`src/rtl/unlock_arbiter.sv`:
```
// unlock_arbiter: fixed-priority door-unlock arbiter with availability gating
// and failed-PIN lockout, driving the lock actuator for a fixed hold time.
//
// Ports:
//   FPGA_CLK1_50   system clock (50 MHz)
//   reset_n        synchronous active-low reset
//   available      pulse, set room_available
//   unavailable    pulse, clear room_available (wins over available)
//   exit_req       exit button request, held until acked
//   remote_req     booking host request, held until acked
//   kp_req         keypad request, held until acked
//   kp_pin_ok      PIN verdict, valid while kp_req=1
//   ack[2:0]       one-hot one-cycle ack: [0] exit, [1] remote, [2] keypad
//   ack_ok         1 = granted (unlock started), 0 = denied
//   lock_output    actuator drive, 1 = unlocked
//   room_available registered availability flag
//   lockout        keypad lockout active
//   fail_cnt[2:0]  consecutive wrong PINs
module unlock_arbiter #(
    parameter int unsigned UNLOCK_CYCLES  = 150_000_000,
    parameter int unsigned LOCKOUT_CYCLES = 1_500_000_000,
    parameter int unsigned MAX_FAILS      = 3
) (
    input  logic       FPGA_CLK1_50,
    input  logic       reset_n,
    input  logic       available,
    input  logic       unavailable,
    input  logic       exit_req,
    input  logic       remote_req,
    input  logic       kp_req,
    input  logic       kp_pin_ok,
    output logic [2:0] ack,
    output logic       ack_ok,
    output logic       lock_output,
    output logic       room_available,
    output logic       lockout,
    output logic [2:0] fail_cnt
);

    localparam logic [27:0] UNLOCK_LAST = 28'(UNLOCK_CYCLES - 1);
    localparam logic [30:0] LOCK_LAST   = 31'(LOCKOUT_CYCLES - 1);
    localparam logic [2:0]  MAX_F       = 3'(MAX_FAILS);

    typedef enum logic [1:0] {
        IDLE    = 2'd0,
        UNLOCK  = 2'd1,
        LOCKOUT = 2'd2
    } state_t;

    state_t      state_q, state_d;
    logic [27:0] ucnt_q, ucnt_d;
    logic [30:0] lcnt_q, lcnt_d;
    logic [2:0]  ack_d;
    logic        ack_ok_d;
    logic        avail_d;
    logic        lockout_d;
    logic [2:0]  fail_d;
    logic        eval;

    assign lock_output = (state_q == UNLOCK);

    // No decision while unlocking, and none in the cycle that shows an ack,
    // so the requester has time to drop its request.
    assign eval = (state_q != UNLOCK) && (ack == 3'b000);

    always_comb begin
        state_d   = state_q;
        ucnt_d    = ucnt_q;
        lcnt_d    = lcnt_q;
        ack_d     = 3'b000;
        ack_ok_d  = 1'b0;
        lockout_d = lockout;
        fail_d    = fail_cnt;

        if (unavailable) begin
            avail_d = 1'b0;
        end else if (available) begin
            avail_d = 1'b1;
        end else begin
            avail_d = room_available;
        end

        // Timers. The lockout timer only advances in LOCKOUT, so an exit
        // unlock taken during lockout freezes the remaining time.
        unique case (state_q)
            UNLOCK: begin
                if (ucnt_q == UNLOCK_LAST) begin
                    state_d = lockout ? LOCKOUT : IDLE;
                end else begin
                    ucnt_d = ucnt_q + 28'd1;
                end
            end
            LOCKOUT: begin
                if (lcnt_q == LOCK_LAST) begin
                    state_d   = IDLE;
                    lockout_d = 1'b0;
                    fail_d    = 3'd0;
                end else begin
                    lcnt_d = lcnt_q + 31'd1;
                end
            end
            IDLE: begin
            end
            default: state_d = IDLE;
        endcase

        // Decisions override the timer results of the same cycle.
        if (eval) begin
            if (exit_req) begin
                ack_d    = 3'b001;
                ack_ok_d = 1'b1;
                state_d  = UNLOCK;
                ucnt_d   = 28'd0;
            end else if (remote_req) begin
                ack_d = 3'b010;
                if (room_available) begin
                    ack_ok_d  = 1'b1;
                    state_d   = UNLOCK;
                    ucnt_d    = 28'd0;
                    fail_d    = 3'd0;
                    lockout_d = 1'b0;
                end
            end else if (kp_req) begin
                ack_d = 3'b100;
                if (state_q == LOCKOUT) begin
                    ack_ok_d = 1'b0;
                end else if (kp_pin_ok) begin
                    if (room_available) begin
                        ack_ok_d = 1'b1;
                        state_d  = UNLOCK;
                        ucnt_d   = 28'd0;
                        fail_d   = 3'd0;
                    end
                end else begin
                    if (fail_cnt < MAX_F) begin
                        fail_d = fail_cnt + 3'd1;
                    end
                    if ((fail_cnt + 3'd1) == MAX_F) begin
                        state_d   = LOCKOUT;
                        lockout_d = 1'b1;
                        lcnt_d    = 31'd0;
                    end
                end
            end
        end
    end

    always_ff @(posedge FPGA_CLK1_50) begin
        if (!reset_n) begin
            state_q        <= IDLE;
            ucnt_q         <= 28'd0;
            lcnt_q         <= 31'd0;
            ack            <= 3'b000;
            ack_ok         <= 1'b0;
            room_available <= 1'b0;
            lockout        <= 1'b0;
            fail_cnt       <= 3'd0;
        end else begin
            state_q        <= state_d;
            ucnt_q         <= ucnt_d;
            lcnt_q         <= lcnt_d;
            ack            <= ack_d;
            ack_ok         <= ack_ok_d;
            room_available <= avail_d;
            lockout        <= lockout_d;
            fail_cnt       <= fail_d;
        end
    end

endmodule

```
`config.mk`:
```
export PLATFORM = sky130hd
export DESIGN_NAME = unlock_arbiter
export DESIGN_NICKNAME = d
export VERILOG_FILES = /design/src/rtl/unlock_arbiter.sv
export SDC_FILE = /design/constraint.sdc
export NUM_CORES = 1
export LEC_CHECK = 0
export CAP_MARGIN = 10
export CORE_UTILIZATION = 55
export CTS_CLUSTER_DIAMETER = 50
export DETAILED_ROUTE_END_ITERATION = 10
export DONT_BUFFER_PORTS = 1
export GPL_TIMING_DRIVEN = 0
export PLACE_DENSITY_LB_ADDON = 0.08
export SLEW_MARGIN = 20
export SYNTH_ARGS = -nofsm -noshare
export SYNTH_HDL_FRONTEND = slang
export SYNTH_SLANG_ARGS = --single-unit
```
`constraint.sdc`:
```
create_clock -name FPGA_CLK1_50 -period 2.1 [get_ports FPGA_CLK1_50]
set_clock_uncertainty 0.2 [all_clocks]
set_input_delay 0 -clock FPGA_CLK1_50 [delete_from_list [all_inputs] [get_ports FPGA_CLK1_50]]
set_output_delay 0 -clock FPGA_CLK1_50 [all_outputs]
set_load 0.005 [all_outputs]
```
==> After elaboration in Yosys (flattened, before gate mapping) <==
Index checks and enable logic that the tools add are counted.
{ "totals": {"ff_bits": 70, "latch_bits": 0, "ramBits": 0, "mem_bits_ro": 0, "out_inout_bits": 10, "n_memories": 0} }
{ "classes": {"addsub": 3, "multipliers": 0, "div": 0, "n_lt_le_gt_ge": 1, "n_eq_ne": 6, "shift": 0, "muxes": 59, "n_bitwise": 2, "n_reduce_logical": 7} }
{ "op_table": {"columns": ["operator", "count"], "rows": [
  ["31-bit two-way mux", 9],
  ["28-bit two-way mux", 9],
  ["3-bit two-way mux", 11],
  ["31-bit by 1-bit adder with 31-bit output (second input constant)", 1],
  ["31-bit == test (second input constant)", 1],
  ["28-bit by 1-bit adder with 28-bit output (second input constant)", 1],
  ["28-bit == test (second input constant)", 1],
  ["2-bit two-way mux", 12],
  ["1-bit two-way mux", 17],
  ["2-bit case mux with 3 select lines", 1],
  ["4-bit OR reduction", 1],
  ["3-bit by 1-bit adder with 3-bit output (second input constant)", 1],
  ["3-bit by 2-bit == test with 1-bit output (second input constant)", 1],
  ["3-bit zero test", 1],
  ["3-bit by 2-bit less-than comparator with 1-bit output (second input constant)", 1],
  ["3-bit OR reduction", 1],
  ["2-bit by 1-bit == test with 1-bit output (second input constant)", 1],
  ["2-bit == test (second input constant)", 1],
  ["2-bit zero test", 1],
  ["2-bit by 1-bit != test with 1-bit output (second input constant)", 1],
  ["1-bit inverter", 2],
  ["2-bit AND reduction", 1],
  ["2-bit OR reduction", 1],
  ["1-bit logical AND", 1]
]} }

==> Longest topological paths before layout <==
{ "depth": {"ltp_word": 10, "depth_mapped": 8, "ltp_nobuf": 6} }

==> Worst setup path before layout <==
OpenSTA, ideal clock, no wires.
{ "synth_path": {"kind": "reg-to-reg", "startpoint": "reg lcnt_q[14]", "endpoint": "reg lcnt_q[9]", "setup_ps": 68, "arrival_ps": 1897, "slack_ps": -65, "stages_incl_launch_ff": 8, "path_buffers": 2, "period_less_slack_ps": 2165, "path_cell_list": "dfxtp_1 -> or4b_1 -> or3_4 -> o31ai_4 -> buf_6 -> buf_12 -> o21ai_1 -> a21oi_2"} }
{ "synth_between": {"elab_chain_len": 10} }
{ "synth_lines": {"columns": ["element", "line", "rtl"], "rows": [
  ["start, declared", "52", "logic [30:0] lcnt_q, lcnt_d;"],
  ["start signal, assigned", "161", "lcnt_q <= lcnt_d;"],
  ["31-bit == test (*)", "94", "if (lcnt_q == LOCK_LAST) begin"],
  ["31-bit two-way mux (*)", "94", null],
  ["31-bit two-way mux (*)", "85", "unique case (state_q)"],
  ["31-bit two-way mux", "138", "if ((fail_cnt + 3'd1) == MAX_F) begin"],
  ["31-bit two-way mux", "127", "end else if (kp_pin_ok) begin"],
  ["31-bit two-way mux", "125", "if (state_q == LOCKOUT) begin"],
  ["31-bit two-way mux", "123", "end else if (kp_req) begin"],
  ["31-bit two-way mux", "114", "end else if (remote_req) begin"],
  ["31-bit two-way mux", "109", "if (exit_req) begin"],
  ["31-bit two-way mux (*)", "108", "if (eval) begin"]
]} }
Mark *: on every way between the ends. The rest lies on a longest branch, timed or not.
A chain may end at the register's enable or synchronous reset.

==> Worst setup path in the final report <==
{ "layout_path": {"startpoint": "reg lcnt_q[9]", "endpoint": "reg lcnt_q[7]"} }
Same word-level chain as after synthesis.

==> flow_summary.ini <==
[worst_setup_path]
start_kind = flip-flop
cpLargestDelayFamily = simple AND/OR/NAND/NOR gates
crit-reg2reg-capture = lcnt_q[7]$_SDFF_PN0_
path_buf_inv = 2
path_cells = or4b_4 > or3_4 > o31ai_4 > buf_6 > clkbuf_16 > o211ai_1 > nand2_1
rr_startpoint = lcnt_q[9]$_SDFF_PN0_
endpoint_kind = flip-flop
crit_slowest_cell = or4b_4
cpPeakStageDelay_ns = 0.47
critPathKind = flip-flop to flip-flop
reg2reg_slack_ns = -0.19
rr_worst_depth = 7
cp_max_fo = 8
critPathArrivalTime_ns = 2.39
required_ns = 2.20

[synthesis]
synthArstFlopShare = 0
ys_types = 60
synth_flop_cell = dfxtp_1
synth_area_per_cell_um2 = 8.55
ys_warn_count = 0
synth_seq_area_share = 0.398
synthesis.nets = 424
ys_seq_elements = 70
synthTopCellsByArea = dfxtp_1, xor2_1, nor2_1
syn_inst = 412
syn_area_um2 = 3520
yosysTopAreaCellShare = 0.398
yosysTopAreaCell = dfxtp_1
synth_edf_count = 0

[route]
drt_iter0_markers = 180
vias = 3288
drtPass1Iterations = 4
antenna_left = 0
wl_per_cell_um = 16.3
route.detailed.drc = 0
totalWireLength_mm = 8.67
viasPerCell = 6.20

[clock_tree]
h-tree-depth = 3
path_clk_slew_ns = 0.08
cts_root_buf = clkbuf_8
cts_max_path_buffers = 2
clock_latency_ns = 0.36
cts_made_buffers = 9
cts.sinks = 70
cts_tree = done

[die]
initial_utilization = 0.582
die_y_um = 82.1
die_w_um = 82.1
core_area_um2 = 6060
die_area_um2 = 6730
ios = 18
rows = 28

[flow_run]
maxCapViolCount = 0

[finish]
drive_gt1_frac = 0.240
final_nets = 462
area_growth_syn_to_layout_pct = 24.9
antenna_cells = 0

[sta]
worstMarginPinSlew_ns = 0.632
max_freq_mhz = 436
whs_ns = 0.195
layout_min_cycle_time_ns = 2.29
worst_slack_ns = -0.194
fin_setup_tns_ns = -1.93
finalSetupViolCount = 16
fin_crit_sh = 1.09
rsz0062_at_grt = yes
slew_viol_final = 0
slew_headroom = 0.575
hold_viol = 0

[placement]
gp_congestion = 0.873
pre_cts_ws_ns = -0.425
port_buffers = 0
hpwlAfterDp_mm = 5.26

[power_and_ir_drop]
p_clk_frac = 0.476
pwr_density_cell_nw_per_um2 = 666
vdd_drop_max_v = 0.000426
internal_power_mw = 2.26
p_seq_frac = 0.463
swShare = 0.230
comb_power_share = 0.061
p_leak_nw = 1.61
p_switching_mw = 0.675

[worst_hold_path]
holdCritPathClass = input pin to flip-flop
worstHoldPathCells = 3
hold_path_end = room_available$_SDFFE_PP0P_
min_from = available

[grt]
grt_first_pass_wirelength_mm = 13.5
antenna_found_initial = 0
grt_usage = 0.263
grt_pass1_vias = 2947
grt_overflow = 0
grt_max_degree = 13

[status]
violations = setup timing
status = finished, violations left
## stage by stage
step | instances | util | instance area (µm²) | power (mW)
final | 530 | 0.726 | 4400 | 2.93
after CTS | 518 | 0.688 | 4170 | 2.93
after detailed placement | 487 | 0.599 | 3630 | 1.53
after floorplan | 412 | - | 3540 | 1.49
after global routing | 530 | 0.726 | 4400 | 3.02
after global placement | 487 | 0.599 | 3630 | 1.53
## layout by cell type, fill, tap and decap left out, types with 6 or more instances in the layout
cell type	netlist	layout
dfxtp_1	70	60
nor2_1	47	46
nand3_1	34	30
xor2_1	28	28
nand2_1	29	27
buf_4	0	21
nand4_1	18	18
a21oi_1	17	17
and3_1	13	12
clkbuf_8	0	11
or3_1	10	10
o211ai_1	10	10
or4_1	10	10
dlygate4sd3_1	0	9
o21ai_0	8	8
dfxtp_2	0	8
inv_1	6	6
or3_2	7	6
## final cells by class
class,count,area [µm²]
multi-input cells,320,2240
well taps,75,93.8
flip-flops and latches,70,1420
repair buffers,31,285
inverters,8,30.0
plain buffers,10,78.8
clock buffers,11,151
fillers,461,1660
clock inverters,5,105
## worst reg2reg max path, cell delays in order, from the launching register on
cell       delay (ns)
dfxtp_4          0.40
or4b_4           0.47
or3_4            0.36
o31ai_4          0.24
buf_6            0.19
clkbuf_16        0.15
o211ai_1         0.11
nand2_1          0.12
## cell families after synthesis
family | after synthesis | share of synthesized area
multiplexers | 2 | 0.00568
flip-flops | 70 | 0.398
adder cells (fa/ha/maj) | 4 | 0.0142
AND/OR/NAND/NOR | 213 | 0.343
XOR/XNOR | 33 | 0.0820
AO/OA/AOI/OAI | 68 | 0.126
buffers and inverters | 22 | 0.0309
## synthesized netlist by cell type (11+ instances only)
| cell | count |
|---|---|
| nand4_1 | 18 |
| nand3_1 | 34 |
| xor2_1 | 28 |
| and3_1 | 13 |
| dfxtp_1 | 70 |
| a21oi_1 | 17 |
| nand2_1 | 29 |
| o21ai_1 | 11 |
| nor2_1 | 47 |
## state kept, by name (all words and copies together) (netlist names)
name            flops
state_q             2
lockout             1
ucnt_q             28
room_available      1
ack_ok              1
lcnt_q             31
fail_cnt            3
ack                 3
## how the worst max path moves through the flow
stage | cells past startpoint | endpoint | from
2_1_floorplan | 7 | lcnt_q[9]$_SDFF_PN0_ | lcnt_q[14]$_SDFF_PN0_
3_3_place_gp | 7 | ucnt_q[17]$_SDFF_PN0_ | state_q[1]$_SDFF_PN0_
3_5_place_dp | 7 | ucnt_q[10]$_SDFF_PN0_ | state_q[1]$_SDFF_PN0_
4_1_cts | 7 | lcnt_q[9]$_SDFF_PN0_ | lcnt_q[14]$_SDFF_PN0_
5_1_grt | 7 | lcnt_q[7]$_SDFF_PN0_ | lcnt_q[18]$_SDFF_PN0_
6_report | 7 | lcnt_q[7]$_SDFF_PN0_ | lcnt_q[9]$_SDFF_PN0_
## routing by layer
metal,global-route usage,vias to the layer above,part of all wire
met3,0.0433,21,0.037
met5,0,-,0
met4,0.112,0,0.027
li1,-,1594,-
met1,0.326,1575,0.45
met2,0.449,98,0.48
## power groups by stage
| stage | Sequential, mW | Clock (mW) | Combinational [mW] |
|---|---|---|---|
| 2_1_floorplan | 1.39 | 0 | 0.106 |
| 3_3_place_gp | 1.39 | 0 | 0.137 |
| 3_5_place_dp | 1.39 | 0 | 0.141 |
| 4_1_cts | 1.36 | 1.41 | 0.165 |
| 5_1_grt | 1.36 | 1.46 | 0.195 |
| 6_report | 1.36 | 1.40 | 0.179 |
## what timing repair did
action,CTS,global route
hold endpoints to repair,24,0
pin swaps,11,17
hold buffers,9,0
cloned,0,1
setup buffers,9,12
endpoints found under the setup margin,60,60
resized for setup,32,31
No activity file was read; power rests on OpenSTA's default activity.
